**config.mk**
```make
export PLATFORM = sky130hd
export DESIGN_NAME = unframer_flat
export DESIGN_NICKNAME = d
export VERILOG_FILES = /design/src/rtl/unframer_if.sv /design/src/rtl/unframer.sv /design/src/flat_wrapper.sv
export SDC_FILE = /design/constraint.sdc
export NUM_CORES = 1
export LEC_CHECK = 0
export BUFFER_PORTS_ARGS = -buffer_cell sky130_fd_sc_hd__buf_2
export CORE_MARGIN = 10
export CORE_UTILIZATION = 35
export DETAILED_ROUTE_END_ITERATION = 10
export GPL_TIMING_DRIVEN = 0
export PLACE_DENSITY = 0.63
export SYNTH_ARGS = -nofsm -noshare
export SYNTH_HDL_FRONTEND = slang
export SYNTH_SLANG_ARGS = --single-unit
```
**constraint.sdc**
```tcl
create_clock -name aclk -period 2.8 [get_ports aclk]
set_input_delay 0.42 -clock aclk [delete_from_list [all_inputs] [get_ports aclk]]
set_output_delay 0.42 -clock aclk [all_outputs]
set_load 0.02 [all_outputs]
```
**src/rtl/unframer_if.sv**
```systemverilog
// rtl/unframer_if.sv - raw byte input and framed byte output stream bundle for the unframer
interface unframer_if;
  logic       target_tvalid;
  logic       target_tready;
  logic [7:0] target_tdata;
  logic       initiator_tvalid;
  logic       initiator_tready;
  logic [7:0] initiator_tdata;
  logic       initiator_tlast;

  modport slave (
    input  target_tvalid, target_tdata, initiator_tready,
    output target_tready, initiator_tvalid, initiator_tdata, initiator_tlast
  );

  modport master (
    output target_tvalid, target_tdata, initiator_tready,
    input  target_tready, initiator_tvalid, initiator_tdata, initiator_tlast
  );
endinterface

```
**src/rtl/unframer.sv**
```systemverilog
// rtl/unframer.sv - strips START/STOP delimiters from a raw byte stream, keeps escapes, marks tlast
module unframer (
  input  logic      aclk,
  input  logic      areset,
  unframer_if.slave bus,
  output logic      frame_error
);
  localparam logic [7:0] START_BYTE  = 8'h7D;
  localparam logic [7:0] STOP_BYTE   = 8'h7E;
  localparam logic [7:0] ESCAPE_BYTE = 8'h7F;

  typedef enum logic {IDLE, IN_FRAME} state_t;

  state_t     state_q, state_d;
  logic       h_valid_q, h_valid_d;
  logic [7:0] h_data_q, h_data_d;
  logic       esc_q, esc_d;
  logic       o_valid_q, o_valid_d;
  logic [7:0] o_data_q, o_data_d;
  logic       o_last_q, o_last_d;
  logic       frame_error_q, frame_error_d;

  logic accept;
  logic is_start;
  logic is_stop;

  assign bus.target_tready = !areset && (!o_valid_q || bus.initiator_tready);
  assign accept   = bus.target_tvalid && bus.target_tready;
  assign is_start = !esc_q && (bus.target_tdata == START_BYTE);
  assign is_stop  = !esc_q && (bus.target_tdata == STOP_BYTE);

  always_comb begin
    state_d       = state_q;
    h_valid_d     = h_valid_q;
    h_data_d      = h_data_q;
    esc_d         = esc_q;
    o_valid_d     = o_valid_q;
    o_data_d      = o_data_q;
    o_last_d      = o_last_q;
    frame_error_d = 1'b0;

    if (o_valid_q && bus.initiator_tready) begin
      o_valid_d = 1'b0;
    end

    // The look-behind byte is only released once the next byte decides its tlast.
    if (accept) begin
      case (state_q)
        IDLE: begin
          esc_d = 1'b0;
          if (bus.target_tdata == START_BYTE) begin
            state_d   = IN_FRAME;
            h_valid_d = 1'b0;
          end
        end
        IN_FRAME: begin
          if (is_stop || is_start) begin
            if (h_valid_q) begin
              o_valid_d     = 1'b1;
              o_data_d      = h_data_q;
              o_last_d      = 1'b1;
              frame_error_d = is_start;
            end
            h_valid_d = 1'b0;
            esc_d     = 1'b0;
            state_d   = is_stop ? IDLE : IN_FRAME;
          end else begin
            if (h_valid_q) begin
              o_valid_d = 1'b1;
              o_data_d  = h_data_q;
              o_last_d  = 1'b0;
            end
            h_data_d  = bus.target_tdata;
            h_valid_d = 1'b1;
            esc_d     = (bus.target_tdata == ESCAPE_BYTE) && !esc_q;
          end
        end
        default: state_d = IDLE;
      endcase
    end
  end

  always_ff @(posedge aclk or posedge areset) begin
    if (areset) begin
      state_q       <= IDLE;
      h_valid_q     <= 1'b0;
      h_data_q      <= 8'h00;
      esc_q         <= 1'b0;
      o_valid_q     <= 1'b0;
      o_data_q      <= 8'h00;
      o_last_q      <= 1'b0;
      frame_error_q <= 1'b0;
    end else begin
      state_q       <= state_d;
      h_valid_q     <= h_valid_d;
      h_data_q      <= h_data_d;
      esc_q         <= esc_d;
      o_valid_q     <= o_valid_d;
      o_data_q      <= o_data_d;
      o_last_q      <= o_last_d;
      frame_error_q <= frame_error_d;
    end
  end

  assign bus.initiator_tvalid = o_valid_q;
  assign bus.initiator_tdata  = o_data_q;
  assign bus.initiator_tlast  = o_last_q;
  assign frame_error          = frame_error_q;
endmodule

```
**src/flat_wrapper.sv**
```systemverilog
// flat-port wrapper written by rule: the top's interface ports become plain ports
module unframer_flat 
  (aclk, areset, frame_error, bus_target_tvalid, bus_target_tdata, bus_initiator_tready, bus_target_tready, bus_initiator_tvalid, bus_initiator_tdata, bus_initiator_tlast);
  unframer_if bus_i ();
  input  logic aclk;
  input  logic areset;
  output logic frame_error;
  input wire logic [$bits(bus_i.target_tvalid)-1:0] bus_target_tvalid;
  input wire logic [$bits(bus_i.target_tdata)-1:0] bus_target_tdata;
  input wire logic [$bits(bus_i.initiator_tready)-1:0] bus_initiator_tready;
  output wire logic [$bits(bus_i.target_tready)-1:0] bus_target_tready;
  output wire logic [$bits(bus_i.initiator_tvalid)-1:0] bus_initiator_tvalid;
  output wire logic [$bits(bus_i.initiator_tdata)-1:0] bus_initiator_tdata;
  output wire logic [$bits(bus_i.initiator_tlast)-1:0] bus_initiator_tlast;
  assign bus_i.target_tvalid = bus_target_tvalid;
  assign bus_i.target_tdata = bus_target_tdata;
  assign bus_i.initiator_tready = bus_initiator_tready;
  assign bus_target_tready = bus_i.target_tready;
  assign bus_initiator_tvalid = bus_i.initiator_tvalid;
  assign bus_initiator_tdata = bus_i.initiator_tdata;
  assign bus_initiator_tlast = bus_i.initiator_tlast;
  unframer u_core (.aclk(aclk), .areset(areset), .bus(bus_i), .frame_error(frame_error));
endmodule
```
# Yosys cells after proc, flatten, opt, wreduce, memory -nomap -nowiden
# Index checks and enable logic that the tools add are counted.
# op_classes
eq_ne	4
n_reduce_logical	14
muxes	20
bitwise	2
# ops
op	n
$eq 8x7->1 const B	3
$mux 1	17
$logic_and 1x1->1	6
$pmux 1 s2	3
$reduce_and 3->1	2
$logic_not 1->1	3
$logic_or 1x1->1	2
$ne 2x1->1 const B	1
$not 1->1	2
$reduce_and 2->1	1
# totals
regBits	22
out_inout_bits	12
in_bits	12

# Depth between registers and ports, before layout
# logic_depth
word_depth	6
ltp_mapped	5
ltp_nobuf	4

# Worst setup path after synthesis
# Ideal clock, no wire load.
# synth_timing
path_kind	input port to output port
start	in areset
end	out bus_target_tready
stages	2
required_ns	2.380
slack_ns	1.135
arrival_time_ns	1.245
cell_sequence	inv_1 and2_1
# synth_between
elab_chain_cells	2
# synth_rtl
element	line_no	source
from (decl)	flat_wrapper.sv:6	input logic areset;
$logic_not 1->1 (no line)	--	
$logic_and 1x1->1	unframer.sv:27	assign bus.target_tready = !areset && (!o_valid_q || bus.initiator_tready);
to (decl)	flat_wrapper.sv:11	output wire logic [$bits(bus_i.target_tready)-1:0] bus_target_tready;
# No other way between the ends.

# Worst setup path in the final report
# Ends and elaborated chain as after synthesis.

==> impl_results.md <==
- Sw Pwr: 0.278 mW
- Hold Path Class: in -> async
- Setup violators final: 0
- Via/cell ratio: 4.99
- Switching fraction of total power: 32.6%
- Post-route ant nets: 0
- Pwr dens: 770 nW/µm²
- Final Max Tran Viols: 0
- Post-Place Worst Slack: 0.774 ns
- Drt first pass iters: 4
- Dpl cells: 123
- Top Ports: 24
- Max cap viols: 0
- Register-to-Register Setup Slack: 1.22 ns
- Growth of design area from synthesis to finish: 18.8%
- Grt peak-use layer: met2
- Placed cell areas: 1080 µm²
- Cell Rows: 18
- Worst hold margin: 0.283 ns
- WL/cell: 15.0 µm
- Cell Count, Final, Fillers Out: 126
- Total Nets Final: 110
- RSZ-0062 raised after global routing: false
- Cell area after layout: 1110 µm²
- Synthesized area: 931 µm²
- Filler cells: 251
- GR Overflow Total: 0
- Ant. Diodes: 0
- GR Layer Usage met2: 13.0%
- CTS root buffer: clkbuf_4
- Layout cells sized above 1: 47.9%
- Final WS setup: 0.830 ns
- Flops & latches, synth: 22
- Num CTS Buffers: 3
- Post-CTS setup buffer count: 0
- Critical path capture point type: output pin
- Area occupied by registers: 551 µm²
- GRT Util Overall: 7.76%
- Largest net degree at the start of global routing: 24
- Min Tclk post-route: 1.97 ns
- Horiz. Die Dim: 71.6 µm
- Arrival @ worst endpoint: 1.55 ns
- CTS hold repair buffers: 0
- Starting density of the core: 37.2%
- Worst Tran Pin Value: 0.841 ns
- GR Util met3: 3.99%
- TritonCTS Sinks: 22
- Sequential fraction of the synthesis area: 59.1%
- TritonCTS clock tree: built
- Register share of total power: 52.1%
- Clk slew on worst S/H paths: 0.11 ns
- Met1 usage: 8.19%
- Post-route DRC: 0
- Synth unique cells: 22
- CP max FO: 23
- Die height: 71.6 µm
- Clk Latency, worst-skew pair: 0.30 ns
- Pint: 0.574 mW
- Vias: 629
- Setup tns final: 0 ns
- Post-CTS sizing: 0
- Peak supply drop: 0.357 mV
- Syn nets: 82
- DP HPWL: 1.49 mm
- First-pass GRT wire length: 3.24 mm
- CTS max path bufs: 2
- Status: complete, no violations
- Post-synthesis cell count: 70
- Clock skew: 0.00448 ns
- Syn Area/Cell: 13.3 µm²
- Multi-input logic area: 360 µm²
- Final Cycle Share: 70.4%
- Combinational share of power: 32.0%
- Core area: 2500 µm²
- Clk pwr share: 15.9%
- Initial antenna violation count: 0
- Worst endpoint required time: 2.38 ns
- Maximum clock rate: 0.508 GHz
- Synth warn: 0
- GPL Wtd Cong: 0.770
- Port bufs: 23
- WL final: 1.89 mm
- Initial drt markers: 27
- Final hold violations: 0
- Vias in the first global route: 684
- Die ar.: 5120 µm²
- Class of the most critical setup path: in -> out
- Slew margin rel.: 43.8%
- H-tree depth: 1
- LEAKAGE: 0.523 nW
- Crit start category: input pin
worst max-delay path, stage by stage:
cell,delay [ns]
buf_2,0.10
inv_1,0.61
and2_1,0.25
buf_2,0.17
per-stage QoR:
| stage | util (%) | power [mW] |
|---|---|---|
| after global placement | 43.3 | 0.722 |
| after CTS | 44.2 | 0.869 |
| after detailed placement | 43.3 | 0.731 |
| after global routing | 44.2 | 0.914 |
| after floorplan | - | 0.629 |
| final | 44.2 | 0.852 |
logic make-up after synthesis:
group	count (synthesis)	synth area share, %
xor+xnor	1	0.941
mux	15	18.1
buf+inv	5	2.15
simple gates	21	15.7
flops	22	59.1
compound gates	6	3.90
cells in the final DEF (no fill, tap or decap), types with 2 or more instances in the layout:
master / n
buf_2: 24
dfrtp_1: 22
mux2_2: 15
nand2_1: 8
inv_1: 4
o21ai_0: 3
clkbuf_4: 3
nand4_1: 2
cells in the mapped netlist, drive strengths merged:
cell    instances  share of area, %
a21oi           1              0.54
nor4bb          1               1.1
inv             4               1.6
nor4            1               2.3
nand2           8               3.2
xnor2           1              0.94
nand4           2               1.3
a211o           1               1.1
nor2b           1              0.67
and3            1              0.67
nand3           1              0.54
nor3            2               2.3
dfrtp          22                59
buf             1              0.54
mux2           15                18
o21ai           3               1.6
and2            1              0.67
or2b            1               1.2
o22ai           1              0.67
or4b            1               1.1
nand2b          1              0.67
state kept, by name (all words and copies together) (netlist names):
register	count
u_core.state_q	1
u_core.frame_error	1
u_core.h_valid_q	1
u_core.esc_q	1
u_core.bus.initiator_tvalid	1
u_core.bus.initiator_tlast	1
u_core.bus.initiator_tdata	8
u_core.h_data_q	8
cell type report:
class,instances,share of cell area (%)
buffer,1,0.452
clock buffer,3,2.04
inverter,4,1.36
multi-input combinational,43,32.6
sequential,22,49.8
tap,30,3.39
timing repair buffer,23,10.4
final timing paths:
check	start	to	cells past startpoint
min in group aclk	bus_target_tdata[7]	u_core.h_data_q[7]	3
min reg2reg	u_core.h_data_q[3]	u_core.h_data_q[3]	1
min	areset	u_core.state_q	2
max reg2reg	u_core.bus.initiator_tvalid	u_core.h_data_q[5]	4
max in group asynchronous	areset	u_core.h_data_q[5]	2
max	areset	bus_target_tready	4
power groups by stage:
stage	combinational (mW)	sequential [mW]	clock [mW]
6_report	0.273	0.444	0.135
5_1_grt	0.300	0.455	0.160
4_1_cts	0.279	0.446	0.144
3_5_place_dp	0.278	0.453	0
3_3_place_gp	0.275	0.446	0
2_1_floorplan	0.104	0.525	0
metal layers:
metal  routed length (µm)  share of wire (%)  vias up
met3                  140                7.4        2
met5                    0                  0        -
met2                  966                 51       15
li1                     -                  -      300
met4                    9               0.48        0
met1                  777                 41      312
Power figures use the tool's default switching activity.
